===== src/rtl/bcd_counter_multi.sv =====
// Multi-digit synchronous BCD counter: up/down, enable, validated parallel load,
// wrap or saturate at the limits, registered terminal-count pulse.
module bcd_counter_multi #(
    parameter int unsigned DIGITS = 4,
    parameter bit          WRAP   = 1'b1
) (
    input  logic                  clk,
    input  logic                  rst,
    input  logic                  en,
    input  logic                  up,
    input  logic                  load,
    input  logic [4*DIGITS-1:0]   load_val,
    output logic [4*DIGITS-1:0]   q,
    output logic                  tc,
    output logic                  load_err
);

    logic [4*DIGITS-1:0] count_q, count_d;
    logic                tc_q, tc_d;
    logic                err_q, err_d;
    logic                at_term;
    logic                carry;
    logic [3:0]          nib;

    always_comb begin
        count_d = count_q;
        tc_d    = 1'b0;
        err_d   = err_q;
        at_term = 1'b1;
        carry   = 1'b1;
        nib     = 4'd0;

        for (int unsigned i = 0; i < DIGITS; i++) begin
            nib = count_q[4*i +: 4];
            if (up ? (nib != 4'd9) : (nib != 4'd0)) begin
                at_term = 1'b0;
            end
        end

        if (load) begin
            err_d = 1'b0;
            for (int unsigned i = 0; i < DIGITS; i++) begin
                nib = load_val[4*i +: 4];
                if (nib > 4'd9) begin
                    count_d[4*i +: 4] = 4'd0;
                    err_d             = 1'b1;
                end else begin
                    count_d[4*i +: 4] = nib;
                end
            end
        end else if (en) begin
            if (at_term) begin
                // Saturating mode holds the value but still flags each attempted step.
                tc_d = 1'b1;
                if (WRAP) begin
                    for (int unsigned i = 0; i < DIGITS; i++) begin
                        count_d[4*i +: 4] = up ? 4'd0 : 4'd9;
                    end
                end
            end else begin
                // Ripple: a digit steps only while every lower digit sat at its limit.
                for (int unsigned i = 0; i < DIGITS; i++) begin
                    nib = count_q[4*i +: 4];
                    if (carry) begin
                        if (up) begin
                            count_d[4*i +: 4] = (nib == 4'd9) ? 4'd0 : nib + 4'd1;
                        end else begin
                            count_d[4*i +: 4] = (nib == 4'd0) ? 4'd9 : nib - 4'd1;
                        end
                    end
                    carry = carry & (up ? (nib == 4'd9) : (nib == 4'd0));
                end
            end
        end
    end

    always_ff @(posedge clk or negedge rst) begin
        if (!rst) begin
            count_q <= '0;
            tc_q    <= 1'b0;
            err_q   <= 1'b0;
        end else begin
            count_q <= count_d;
            tc_q    <= tc_d;
            err_q   <= err_d;
        end
    end

    assign q        = count_q;
    assign tc       = tc_q;
    assign load_err = err_q;

endmodule

===== config.mk =====
export PLATFORM = sky130hd
export DESIGN_NAME = bcd_counter_multi
export DESIGN_NICKNAME = d
export VERILOG_FILES = /design/src/rtl/bcd_counter_multi.sv
export SDC_FILE = /design/constraint.sdc
export NUM_CORES = 1
export LEC_CHECK = 0
export CAP_MARGIN = 25
export CORE_UTILIZATION = 54
export DETAILED_ROUTE_END_ITERATION = 7
export PLACE_DENSITY_LB_ADDON = 0.12
export SKIP_LAST_GASP = 1
export SLEW_MARGIN = 40
export SYNTH_ARGS = -nofsm -noshare
export SYNTH_HDL_FRONTEND = slang
export SYNTH_SLANG_ARGS = --single-unit

===== constraint.sdc =====
create_clock -name clk -period 5.6 [get_ports clk]
set_input_delay 1.12 -clock clk [delete_from_list [all_inputs] [get_ports clk]]
set_output_delay 1.12 -clock clk [all_outputs]
set_load 0.005 [all_outputs]

==> metrics <==
CTS tree done; initial antenna violation count 0; Reg power frac 0.430; share of total power in combinational logic 0.384; EDFF count, synth 0; fin crit share 0.635; slowest stage delay, CP 0.94 ns; critical path class input port to flip-flop; met3 Use GR 0.0340; Starting Density 0.584; P&R area growth vs syn 20.9%; vias in the first global route about 1500; Core Box Area 0.00281 mm2; CP max-delay cell clkdlybuf4s50_1; cells resized by post-CTS repair 0; Setup-failing EPs final 0; DIE WIDTH between 50 and 60 um; Post-DRT Antenna Nets 0; worst skew pair latency around 0.30 ns; Hold Buf Count CTS 0; worst vdd ir 177 uV; H-tree Lvls 1; CTS Sinks 18; initial DRC count 96; fraction of registers with async set/reset 1.00; Nets around 260; synthesized area approximately 0.0016 mm2; clock root buffer clkbuf_4; Total Neg Setup Slack 0 ns; switching share of power 0.369; met2 usage 0.469; total power between 0.4 and 0.5 mW; synthesized net count about 240; relative slew slack 0.510; CP arrival roughly 3.8 ns; global routing's busiest layer met2; crit-path max FO 23; Critical Path RT between 5 and 6 ns; die extent in y ~57 um; Seq. cell area 450 um2; Post-CTS Setup Inserts 0; # port buffers 38; share of post-route cells with drive strength above 1 0.0549; FF+latch count, synth 18; critical path launch point type input port; top cells by area, synth dfrtp_1 28%, nor2_1 6.0%, mux2i_1 4.9%, o21ai_0 4.3%, a31oi_1 3.8%; most frequent cell after synthesis nor2_1; DRT Pass-1 Iters 7; total number of vias ~1700; Tmin final ~3.6 ns; failing checks design-rule violations; Netlist cell types between 40 and 50; largest area contributor in the netlist dfrtp_1; worst-case clock buffer depth 2; clock buffer count from CTS 3; HP Class flip-flop to flip-flop; Clk pin slew, worst setup/hold paths 0.11 ns; CP cell instances clkdlybuf4s50_1 -> buf_4 -> and3_1 -> o21ai_1 -> o41a_1 -> a221oi_2 -> a21oi_1; pwr/cell area roughly 230 mW/mm2; worst slew pin tran about 0.73 ns; Top Ports 39; Setup crit end kind flip-flop; die area around 0.0033 mm2; Hold Slack around 0.55 ns; Power Internal about 0.29 mW; Cells after Synth between 200 and 250; P_sw roughly 0.17 mW; GR Util met1 0.341; Total Routing Usage GR 0.272; RSZ-0062 raised after global routing false; HPWL Detailed between 3 and 4 mm; GRT Residual Overflow 0; Clock Power Share 0.186; Hold Fails Final Rpt 0; drt total wl between 4 and 5 mm; Synth top area share 0.275; routability cong. a little over 0.8; FILL cells 243; Max Freq approximately 280 MHz; Syn. warnings 0; max-cap viol count 0; Avg Inst Size Synth ~7.5 um2; antenna diode count 0; Main synth FF type dfrtp_1; global-route wire length before repair ~7.0 mm; Leakage approximately 0.78 nW; largest net degree at the start of global routing 24; Cell Rows 19; post-synthesis sequential area ratio 0.275; status complete, but fails checks; most frequent cells after synthesis 26 x nor2_1, 18 x dfrtp_1, 15 x nand2_1, 14 x clkbuf_1, 14 x o21ai_0; DR WL/cell between 15 and 20 um; Multi-input gate area 0.00105 mm2; Setup Skew approximately 0.0053 ns; Via density between 6 and 7; Final Slew Violations 0; Residual DRC 2
per-layer routing:
metal / part of all wire / vias up
li1: - / 851
met1: 0.43 / 828
met2: 0.52 / 40
met3: 0.027 / 9
met4: 0.022 / 0
met5: 0 / -
flip-flops by register name, summed over array words and instances (netlist names):
name,flops
tc,1
q,16
load_err,1
worst max-delay path: cells and delay by family:
family                 cells  cell delay, ns
and+or+nand+nor            1            0.21
AOI/OAI and AO/OA          4            1.10
buffers and inverters      2            1.30
layout make-up:
cell class / instances / share of cell area
Clock buffer: 4 / 0.0183
Inverter: 6 / 0.0114
Multi-Input combinational cell: 170 / 0.530
Tap cell: 31 / 0.0196
Timing Repair Buffer: 39 / 0.193
Sequential cell: 18 / 0.227
cells by family (layout without fill, tap and decap cells):
logic type | after synthesis | after routing | share of synthesized area
XOR/XNOR | 5 | 5 | 0.0267
buffers and inverters | 29 | 49 | 0.0840
AND/OR/NAND/NOR | 89 | 89 | 0.283
flip-flops | 18 | 18 | 0.275
multiplexers | 8 | 8 | 0.0489
AO/OA/AOI/OAI | 68 | 68 | 0.283
placed cells by master, fill, tap and decap left out, types with 2 or more instances in the layout:
master / netlist / routed
xnor2_1: 5 / 5
nand2_1: 15 / 15
o22ai_1: 3 / 3
nand3b_1: 3 / 3
nor3_2: 2 / 2
a221oi_2: 2 / 2
dfrtp_1: 18 / 18
a31oi_1: 10 / 10
and3b_1: 3 / 3
a22oi_1: 2 / 2
or2_2: 2 / 2
a221o_1: 3 / 3
a32oi_1: 3 / 3
nor2b_1: 3 / 3
nand2b_1: 2 / 2
and2_1: 4 / 4
o32ai_1: 2 / 2
and3_1: 7 / 7
clkbuf_4: 0 / 3
o21ai_0: 14 / 14
clkdlybuf4s50_1: 0 / 37
a21oi_1: 9 / 9
nand3_1: 11 / 11
o21ai_1: 6 / 6
nor3_1: 5 / 5
o211ai_1: 5 / 5
nor4_1: 3 / 3
nor2_1: 26 / 26
inv_1: 6 / 6
mux2i_1: 8 / 8
metrics by stage:
stage	cell area, um2	instances	util	worst slack, ns
3_3_place_gp	1950	264	0.695	1.89
2_1_floorplan	1640	217	-	3.05
3_5_place_dp	1940	264	0.693	1.73
5_1_grt	1980	268	0.706	1.85
4_1_cts	1980	268	0.706	2.08
6_report	1980	268	0.706	2.04
power groups by stage:
| stage | clock, mW | sequential, mW | combinational, mW |
|---|---|---|---|
| finish | 0.0842 | 0.195 | 0.174 |
| CTS | 0.0871 | 0.193 | 0.174 |
| global placement | 0 | 0.193 | 0.168 |
| detailed placement | 0 | 0.196 | 0.173 |
| floorplan | 0 | 0.162 | 0.140 |
| global route | 0.0914 | 0.200 | 0.193 |
final timing paths:
path | slack, ns | from | end | cells past startpoint
max | 2.04 | up | q[4] | 7
min | 0.55 | load_err | load_err | 2
max reg2reg | 3.39 | q[4] | q[4] | 5
min reg2reg | 0.55 | load_err | load_err | 2
max in group asynchronous | 4.55 | rst | tc | 1
min in group asynchronous | 0.74 | rst | q[0] | 1
No activity file was read; power rests on OpenSTA's default activity.
